[src/rtl/scan_chain_ctrl.sv]
// Scan test controller: loads a stimulus into a scan chain, runs a functional capture
// window, unloads the response and compares it to an expected value under a care mask.
module scan_chain_ctrl #(
    parameter int unsigned CHAIN_LEN      = 4,
    parameter int unsigned CAPTURE_CYCLES = 1
) (
    input  logic                 clk,
    input  logic                 reset,
    input  logic                 start,
    input  logic [CHAIN_LEN-1:0] pattern_in,
    input  logic [CHAIN_LEN-1:0] expected,
    input  logic [CHAIN_LEN-1:0] care_mask,
    input  logic                 scan_out,
    output logic                 SE,
    output logic                 scan_in,
    output logic                 busy,
    output logic                 done,
    output logic                 pass,
    output logic [CHAIN_LEN-1:0] response,
    output logic [7:0]           fail_count
);

    localparam int unsigned BitW = $clog2(CHAIN_LEN) + 1;
    localparam int unsigned CapW = $clog2(CAPTURE_CYCLES) + 1;

    localparam logic [2:0] StIdle    = 3'd0;
    localparam logic [2:0] StLoad    = 3'd1;
    localparam logic [2:0] StCapture = 3'd2;
    localparam logic [2:0] StUnload  = 3'd3;
    localparam logic [2:0] StDone    = 3'd4;

    logic [2:0]           state_q, state_d;
    logic [CHAIN_LEN-1:0] shift_q, shift_d;
    logic [CHAIN_LEN-1:0] expected_q, expected_d;
    logic [CHAIN_LEN-1:0] mask_q, mask_d;
    logic [CHAIN_LEN-1:0] response_q, response_d;
    logic [BitW-1:0]      bit_cnt_q, bit_cnt_d;
    logic [CapW-1:0]      cap_cnt_q, cap_cnt_d;
    logic                 se_q, se_d;
    logic                 scan_in_q, scan_in_d;
    logic                 pass_q, pass_d;
    logic [7:0]           fail_count_q, fail_count_d;
    logic                 last_bit;
    logic                 last_cap;

    assign last_bit = (bit_cnt_q == BitW'(CHAIN_LEN - 1));
    assign last_cap = (cap_cnt_q == CapW'(CAPTURE_CYCLES - 1));

    always_comb begin
        state_d      = state_q;
        shift_d      = shift_q;
        expected_d   = expected_q;
        mask_d       = mask_q;
        response_d   = response_q;
        bit_cnt_d    = bit_cnt_q;
        cap_cnt_d    = cap_cnt_q;
        se_d         = se_q;
        scan_in_d    = scan_in_q;
        pass_d       = pass_q;
        fail_count_d = fail_count_q;

        case (state_q)
            StIdle: begin
                if (start) begin
                    shift_d    = pattern_in;
                    expected_d = expected;
                    mask_d     = care_mask;
                    bit_cnt_d  = '0;
                    scan_in_d  = pattern_in[CHAIN_LEN-1];
                    se_d       = 1'b1;
                    pass_d     = 1'b0;
                    state_d    = StLoad;
                end
            end
            StLoad: begin
                if (last_bit) begin
                    se_d      = 1'b0;
                    scan_in_d = 1'b0;
                    cap_cnt_d = '0;
                    state_d   = StCapture;
                end else begin
                    // MSB already presented; rotate so the next lower bit sits at the top-1.
                    bit_cnt_d = bit_cnt_q + 1'b1;
                    scan_in_d = shift_q[CHAIN_LEN-2];
                    shift_d   = {shift_q[CHAIN_LEN-2:0], shift_q[CHAIN_LEN-1]};
                end
            end
            StCapture: begin
                if (last_cap) begin
                    se_d      = 1'b1;
                    bit_cnt_d = '0;
                    state_d   = StUnload;
                end else begin
                    cap_cnt_d = cap_cnt_q + 1'b1;
                end
            end
            StUnload: begin
                // scan_out is the pre-shift Q of the last flop, so it lands in the LSB.
                response_d = {response_q[CHAIN_LEN-2:0], scan_out};
                if (last_bit) begin
                    se_d    = 1'b0;
                    pass_d  = ~|((response_d ^ expected_q) & mask_q);
                    state_d = StDone;
                end else begin
                    bit_cnt_d = bit_cnt_q + 1'b1;
                end
            end
            StDone: begin
                if (!pass_q && (fail_count_q != 8'hFF)) begin
                    fail_count_d = fail_count_q + 8'd1;
                end
                state_d = StIdle;
            end
            default: begin
                state_d = StIdle;
            end
        endcase
    end

    always_ff @(posedge clk) begin
        if (!reset) begin
            state_q      <= StIdle;
            shift_q      <= '0;
            expected_q   <= '0;
            mask_q       <= '0;
            response_q   <= '0;
            bit_cnt_q    <= '0;
            cap_cnt_q    <= '0;
            se_q         <= 1'b0;
            scan_in_q    <= 1'b0;
            pass_q       <= 1'b0;
            fail_count_q <= 8'd0;
        end else begin
            state_q      <= state_d;
            shift_q      <= shift_d;
            expected_q   <= expected_d;
            mask_q       <= mask_d;
            response_q   <= response_d;
            bit_cnt_q    <= bit_cnt_d;
            cap_cnt_q    <= cap_cnt_d;
            se_q         <= se_d;
            scan_in_q    <= scan_in_d;
            pass_q       <= pass_d;
            fail_count_q <= fail_count_d;
        end
    end

    assign SE         = se_q;
    assign scan_in    = scan_in_q;
    assign busy       = (state_q != StIdle);
    assign done       = (state_q == StDone);
    assign pass       = pass_q;
    assign response   = response_q;
    assign fail_count = fail_count_q;

endmodule

[config.mk]
export PLATFORM = sky130hd
export DESIGN_NAME = scan_chain_ctrl
export DESIGN_NICKNAME = d
export VERILOG_FILES = /design/src/rtl/scan_chain_ctrl.sv
export SDC_FILE = /design/constraint.sdc
export NUM_CORES = 1
export LEC_CHECK = 0
export CORE_MARGIN = 1.5
export CORE_UTILIZATION = 50
export CTS_CLUSTER_SIZE = 30
export DETAILED_ROUTE_END_ITERATION = 10
export GPL_TIMING_DRIVEN = 0
export HOLD_SLACK_MARGIN = 0.08
export PLACE_DENSITY = 0.79
export SLEW_MARGIN = 0
export SYNTH_ARGS = -nofsm -noshare
export SYNTH_HDL_FRONTEND = slang
export SYNTH_SLANG_ARGS = --single-unit
[constraint.sdc]
create_clock -name clk -period 2.35 [get_ports clk]
set_input_delay 0.47 -clock clk [delete_from_list [all_inputs] [get_ports clk]]
set_output_delay 0.47 -clock clk [all_outputs]
set_load 0.005 [all_outputs]
-- Word-level counts from Yosys, hierarchy flattened
Index checks and enable logic that the tools add are counted.
- register bits: 34
- output and inout port bits: 17
- word-level logic and storage cells: 73
- eq/ne operators: 13
- $add $sub $neg: 3
- reductions and logical operators: 20
- muxes and demuxes: 24
- bitwise gates (word level): 2
- operator list (kind ; count):
    $mux 3 ; 7
    $ne 2x2->1 const B ; 6
    $pmux 3 s4 ; 1
    $reduce_and 4->1 ; 3
    $eq 3x2->1 const B ; 3
    $pmux 3 s3 ; 1
    $add 8x1->8 const B ; 1
    $mux 1 ; 8
    $mux 4 ; 2
    $ne 8x8->1 const B ; 1
    $pmux 4 s2 ; 1
    $reduce_and 2->1 ; 4
    $pmux 1 s2 ; 3
    $reduce_and 3->1 ; 2
    $reduce_bool 2->1 ; 3
    $reduce_bool 3->1 ; 2
    $and 4x4->4 ; 1
    $reduce_or 4->1 ; 1
    $xor 4x4->4 ; 1
    $add 3x1->3 const B ; 1
    $eq 3x1->1 const B ; 1
    $eq 3x3->1 const B ; 1
    $logic_not 3->1 ; 1
    $pmux 1 s3 ; 1
    5 further kinds ; 6

-- Longest topological paths before layout
Gate-level depths: netlist (run 1).
- depth in word-level cells: 6
- depth in mapped cells: 6
- depth with buffers taken out: 6

-- Least setup slack after synthesis (run 1)
No wires, ideal clock.
- path kind: register -> register
- from: register bit_cnt_q[0]
- to: register shift_q[0]
- arrival: 1.476 ns
- cell stages (with the launch flop): 7
- slack: 0.789 ns
- period minus slack after synthesis: 1.561 ns
- library setup time: 0.086 ns
- cells stage by stage: dfxtp_1 ha_1 ha_1 nand2b_1 a211oi_2 nor2_1 a211oi_1
- word-level cells in the longest chain between the ends: 3
- ends and longest elaborated chain (item ; RTL line ; RTL):
    start: declaration ; 37 ; logic [BitW-1:0] bit_cnt_q, bit_cnt_d;
    start signal: assignment ; 139 ; bit_cnt_q <= bit_cnt_d;
    $eq 3x2->1 ; 46 ; assign last_bit = (bit_cnt_q == BitW'(CHAIN_LEN - 1));
    $ne 2x2->1 (no source line) ; n/a ;
    $reduce_and 3->1 (no source line) ; n/a ;
    end signal: assignment ; 135 ; shift_q <= shift_d;
    end: declaration ; 33 ; logic [CHAIN_LEN-1:0] shift_q, shift_d;
Every way passes these cells.
A chain may end at the register's enable or synchronous reset.

-- Final worst setup path (run 1)
- from: register state_q[0]
- to: output port busy
- word-level cells in the longest chain between the ends: 1
- ends and longest elaborated chain (item ; RTL line ; RTL):
    start: declaration ; 32 ; logic [2:0] state_q, state_d;
    start signal: assignment ; 122 ; state_q <= StIdle;
    start signal: assignment ; 134 ; state_q <= state_d;
    $reduce_bool 3->1 ; 150 ; assign busy = (state_q != StIdle);
    end: declaration ; 16 ; output logic busy,
Every way passes these cells.

==> impl_metrics.tcl, run 1 <==
set metrics [dict create \
    via_count 1294 \
    dieWidth_um 58.32 \
    grt_pass1_vias 1189 \
    grt_max_degree 11 \
    synth_warnings 0 \
    whs_ns 0.4616 \
    rows 19 \
    setup.worst_path.end "busy" \
    setup_viol 0 \
    routed.top_layer "met4" \
    internal_power_mw 0.7850 \
    clock-sinks 33 \
    arrival_ns 1.75 \
    max_clock_freq_mhz 449.5 \
    cp_num_buf_inv 3 \
    cap_viol_max_count 0 \
    rrSetupSlack_ns 0.61 \
    endpoint_kind "output port" \
    worstSetupStartpointType "register" \
    synth-edff-count 0 \
    seq_area_frac_synth 0.4317 \
    fin_skew_ns 0.01104 \
    fin_crit_sh 0.9467 \
    slew_headroom 0.5480 \
    synth.distinct_cells 33 \
    gp_congestion 0.7997 \
    fillers 234 \
    mappedNetlistNets 189 \
    outcome "completed" \
    cts_buffer_depth 2 \
    whs_path_depth 2 \
    drtIter0Drc 53 \
    synthArstFlopShare 0 \
    core_region_area_um2 2829 \
    power_density_nw_per_um2 530.1 \
    drt-total-wl_mm 3.202 \
    switchingPower_mw 0.2483 \
    dp.cells 232 \
    fin_cells 239 \
    hold_class "register to register" \
    dp_hpwl_mm 2.364 \
    synth_area_leaders "dfxtp_1 (43%), mux2i_1 (6.5%), nor2_1 (5.4%)" \
    htreeDepth 2 \
    wl_per_cell_um 13.40 \
    cp.depth 4 \
    reg2reg_from "bit_cnt_q[0]" \
    crit_family "buffers and inverters" \
    postRouteAntennaNets 0 \
    ir_worst_vdd_mv 0.3789 \
    die_area_um2 3401 \
    rsz0062_at_grt "false" \
    post_cts_buffers 0 \
    syn_inst 169 \
    routed_via_density 5.414 \
    cp-startpoint "state_q[0]" \
    overflow 0 \
    diodes 0 \
    critPathSlowestCell "dfxtp_1" \
    synth_top_area_cell "dfxtp_1" \
    finalNetCount 228 \
    pwr-share-seq 0.576 \
    path_cells "buf_2, nor3_1, inv_1, clkdlybuf4s50_1" \
    p_leak_nw 0.7747 \
    dr_wl_met2_mm 1.552 \
    io_buffer_count 32 \
    die_h_um 58.32 \
    start_util 0.5409 \
    cts_tree "done" \
    cts_buffers 5 \
    required_ns 1.88 \
    antenna_found_initial 0 \
    p_comb_frac 0.116 \
    first_pass_iters 4 \
    pin_count 33 \
    wl_met3_um 128 \
    cp_slowest_stage_delay_ns 0.50 \
    grt_usage 0.2068 \
    timing.rr.end "shift_q[0]" \
    remaining_drc_errors 0 \
    setup_tns_ns 0 \
    pwr-share-clk 0.308 \
    syn_area_um2 1530 \
    swShare 0.2403 \
    hold_viol 0 \
    max_slew.worst_pin.slew_ns 0.6751 \
    areaGrowthSynthToFinish_pct 27.39 \
    clk_latency_ns 0.34 \
    grt_pass1_wl_mm 5.188 \
    synth_top_cell_area_share 0.4317 \
    avgSynthCellArea_um2 9.055 \
    drv_slew 0 \
    layout-drive-gt1-share 0.07212 \
    setup.worst_path.class "register to output port" \
    ys_ff_latch 33 \
    reg2reg_depth 6 \
    wl_met1_mm 1.440 \
    crit_path_max_fanout 10 \
    min_period_ns 2.225 \
    ys.flop_type "dfxtp_1" \
    clkTransAtPathRegs_ns 0.10 \
    clk_root_buffer_cell "clkbuf_4" \
]
-- layout by cell type, fill, tap and decap left out, drive strengths merged, types with 4 or more instances in the layout --
cell and count:
dfxtp 33, clkdlybuf4s50 32, nor2 22, nand2 21, a21oi 11, clkbuf 11
mux2i 10, xor2 9, a211oi 7, inv 6, nor3 5, o21ai 5
ha 4, nor4b 4
-- registers in the layout (all words and copies together), names as in the netlist --
signal	count
fail_count	8
bit_cnt_q	3
SE	1
expected_q	4
response	4
pass	1
shift_q	4
scan_in	1
state_q	3
mask_q	4
-- layout make-up --
class | count | area [um^2] | share of cell area
Buffer | 6 | 35.03 | 0.01797
Clock buffer | 7 | 55.05 | 0.02824
Inverter | 6 | 22.52 | 0.01155
Multi-Input combinational cell | 124 | 815.8 | 0.4185
Sequential cell | 33 | 661.9 | 0.3395
Tap cell | 31 | 38.79 | 0.01990
Timing Repair Buffer | 32 | 320.3 | 0.1643
-- repair_timing --
action                     4_1_cts  5_1_grt
hold buffers                     0        0
gates resized for setup          1        3
pin swaps                        0        0
setup endpoints to repair        1        1
-- power by group through the flow --
stage | combinational [mW] | sequential [mW] | clock [mW]
after floorplan | 0.0699 | 0.605 | 0
after global placement | 0.117 | 0.607 | 0
after detailed placement | 0.121 | 0.608 | 0
after CTS | 0.121 | 0.595 | 0.331
after global routing | 0.136 | 0.598 | 0.348
final | 0.120 | 0.595 | 0.318
-- how the worst min path moves through the flow --
stage / startpoint / to / slack (ns)
after global placement: mask_q[3] / mask_q[3] / 0.44
after CTS: mask_q[3] / mask_q[3] / 0.46
after floorplan: mask_q[3] / mask_q[3] / 0.44
final: mask_q[3] / mask_q[3] / 0.46
after global routing: mask_q[2] / mask_q[2] / 0.49
after detailed placement: mask_q[3] / mask_q[3] / 0.45
-- per-stage QoR --
| stage | total power [mW] | util | setup slack (ns) | instance area, um^2 |
|---|---|---|---|---|
| 2_1_floorplan | 0.6748 | - | 0.7887 | 1530 |
| 3_3_place_gp | 0.7234 | 0.6678 | 0.1644 | 1889 |
| 3_5_place_dp | 0.7291 | 0.6678 | 0.1154 | 1889 |
| 4_1_cts | 1.047 | 0.6877 | 0.05279 | 1946 |
| 5_1_grt | 1.081 | 0.6891 | 0.002884 | 1949 |
| 6_report | 1.033 | 0.6891 | 0.1254 | 1949 |
-- logic make-up (layout without fill, tap and decap cells) --
kind of cell	count (synthesis)	after routing	synth area share
AO/OA/AOI/OAI	32	32	0.1390
XOR/XNOR	9	9	0.05152
adder cells (fa/ha/maj)	4	4	0.03271
buffers and inverters	12	51	0.03515
flip-flops	33	33	0.4317
multiplexers	10	10	0.06542
AND/OR/NAND/NOR	69	69	0.2445
-- routing by layer --
metal / track usage / vias to the layer above
met4: 0.1296 / 0
met1: 0.2462 / 589
met5: 0 / -
li1: - / 669
met2: 0.3371 / 28
met3: 0.04615 / 8
-- Yosys cell counts (2+ instances only) --
cell / instances
nor2_1: 22
nand4_1: 2
o21ai_0: 5
nor3_1: 5
and2_1: 3
a211oi_1: 6
nand2_1: 21
nor3b_1: 2
a21oi_1: 11
clkbuf_1: 4
xor2_1: 9
ha_1: 4
o21a_1: 2
nor4b_1: 2
mux2i_1: 10
nand3_1: 2
dfxtp_1: 33
nand2b_1: 3
o211ai_1: 2
inv_1: 6
nor4b_4: 2
o2111ai_1: 2
-- worst min-delay path: stages (launching register included) --
cell and delay, ns:
dfxtp_1 0.32, nand2_1 0.05, a21oi_1 0.05
Note: power is estimated with default switching activity, not from simulation.
==> inputs of run 2 (changes only) <==
- CTS_CLUSTER_SIZE: 30 -> 40
- clock period: 2.35 -> 2.3 ns (I/O delays scaled with it)
==> run 2 against run 1 <==
Against the previous run:
- clock power is 3% higher
- design area hardly changed
- worst setup slack better by 0.017 ns
==> impl_metrics.tcl, run 2 (synthesis results as in run 1) <==
set metrics [dict create \
    core_region_area_um2 2829 \
    arrival_ns 1.70 \
    crit_path_max_fanout 10 \
    cp_num_buf_inv 2 \
    layout-drive-gt1-share 0.07692 \
    layout_commonest_cell "clkdlybuf4s50_1" \
    htreeDepth 2 \
    crit_family "buffers and inverters" \
    cts_buffers 5 \
    setup.worst_path.class "register to output port" \
    clkTransAtPathRegs_ns 0.10 \
    rsz0062_at_grt "false" \
    grt_max_degree 11 \
    pre_cts_ws_ns 0.07543 \
    diodes 0 \
    max_clock_freq_mhz 463.5 \
    fillers 235 \
    outcome "completed" \
    setup_ws_ns 0.1427 \
    postRouteAntennaNets 0 \
    fin_cells 239 \
    dieWidth_um 58.32 \
    hold_class "register to register" \
    clk_root_buffer_cell "clkbuf_4" \
    finalNetCount 228 \
    worstSetupStartpointType "register" \
    layout_common_cells "clkdlybuf4s50_1 (32), dfxtp_1 (31), nor2_1 (22)" \
    cts_tree "done" \
    clk_latency_ns 0.34 \
    overflow 0 \
    p_leak_nw 0.7748 \
    fin_skew_ns 0.01154 \
    hold_viol 0 \
    routed_via_density 5.414 \
    die_h_um 58.32 \
    drv_slew 0 \
    cap_viol_max_count 0 \
    critPathSlowestCell "clkdlybuf4s50_1" \
    remaining_drc_errors 0 \
    utilization 0.6895 \
    pin_count 33 \
    path_cells "clkbuf_4, nor3b_1, clkdlybuf4s50_1" \
    hold_buffers 0 \
    areaGrowthSynthToFinish_pct 27.47 \
    slew_headroom 0.5488 \
    wl_per_cell_um 13.40 \
    drt-total-wl_mm 3.202 \
    dp_hpwl_mm 2.364 \
    power_density_nw_per_um2 542.0 \
    start_util 0.5409 \
    endpoint_kind "output port" \
    setup_viol 0 \
    drtIter0Drc 38 \
    min_period_ns 2.157 \
    clock-sinks 33 \
    antenna_found_initial 0 \
    grt_pass1_wl_mm 5.188 \
    max_slew.worst_pin.slew_ns 0.6740 \
    first_pass_iters 4 \
    grt_pass1_vias 1189 \
    gp_congestion 0.7997 \
    largest_reg_flops 8 \
    die_area_um2 3401 \
    via_count 1294 \
    cts_buffer_depth 2 \
    power_mw 1.057 \
    setup_tns_ns 0 \
    cp_slowest_stage_delay_ns 0.53 \
    grt_usage 0.2068 \
    ir_worst_vdd_mv 0.3873 \
    rows 19 \
    fin_crit_sh 0.9380 \
    io_buffer_count 32 \
    required_ns 1.84 \
    dp.cells 232 \
]
run 2: cell counts in the layout (fill, tap and decap cells not counted):
Identical to the previous run, type by type.
run 2: cell type report:
class | count | area, um^2 | area share
repair buffers | 32 | 320.3 | 0.1642
flip-flops and latches | 33 | 663.1 | 0.3400
inverters | 6 | 22.52 | 0.01155
multi-input cells | 124 | 815.8 | 0.4182
plain buffers | 6 | 35.03 | 0.01796
well taps | 31 | 38.79 | 0.01988
clock buffers | 7 | 55.05 | 0.02822
run 2: path summary, 6_finish.rpt:
kind	startpoint	endpoint	slack [ns]	depth (start not counted)
worst max-delay path	state_q[2]	done	0.14	3
worst min-delay path	mask_q[3]	mask_q[3]	0.46	2
worst max register to register	bit_cnt_q[0]	shift_q[0]	0.56	6
worst min register to register	mask_q[3]	mask_q[3]	0.46	2
run 2: worst min-delay path, cell delays in order, from the launching register on:
cell	delay (ns)
dfxtp_1	0.32
nand2_1	0.05
a21oi_1	0.05
run 2: what timing repair did:
| action | CTS | global route |
|---|---|---|
| cloned | 0 | 0 |
| buffers inserted | 0 | 0 |
| setup endpoints to repair | 2 | 2 |
| resized for setup | 1 | 4 |
run 2: power by group:
group	switching, mW	total, mW	internal [mW]
combinational	0.0577	0.123	0.0654
sequential	0.0154	0.608	0.593
clock	0.182	0.326	0.144
total	0.255	1.06	0.802
run 2: per-stage QoR:
stage | hold slack (ns) | area [um^2]
after floorplan | 0.4357 | 1530
after global placement | 0.4446 | 1889
after detailed placement | 0.4483 | 1889
after CTS | 0.4604 | 1946
after global routing | 0.4861 | 1951
final | 0.4616 | 1951
run 2: routing by layer:
| metal | track usage | up-vias | wire length (um) |
|---|---|---|---|
| li1 | - | 668 | - |
| met1 | 0.2462 | 592 | 1450 |
| met2 | 0.3371 | 26 | 1548 |
| met3 | 0.04615 | 8 | 124 |
| met4 | 0.1296 | 0 | 80 |
| met5 | 0 | - | 0 |
==> inputs of run 3 (changes only) <==
- CTS_CLUSTER_SIZE: 40 -> 20
- SKIP_LAST_GASP: unset -> 1
==> results of run 3 <==
Final layout, timing and power as in run 2 (identical DEF).
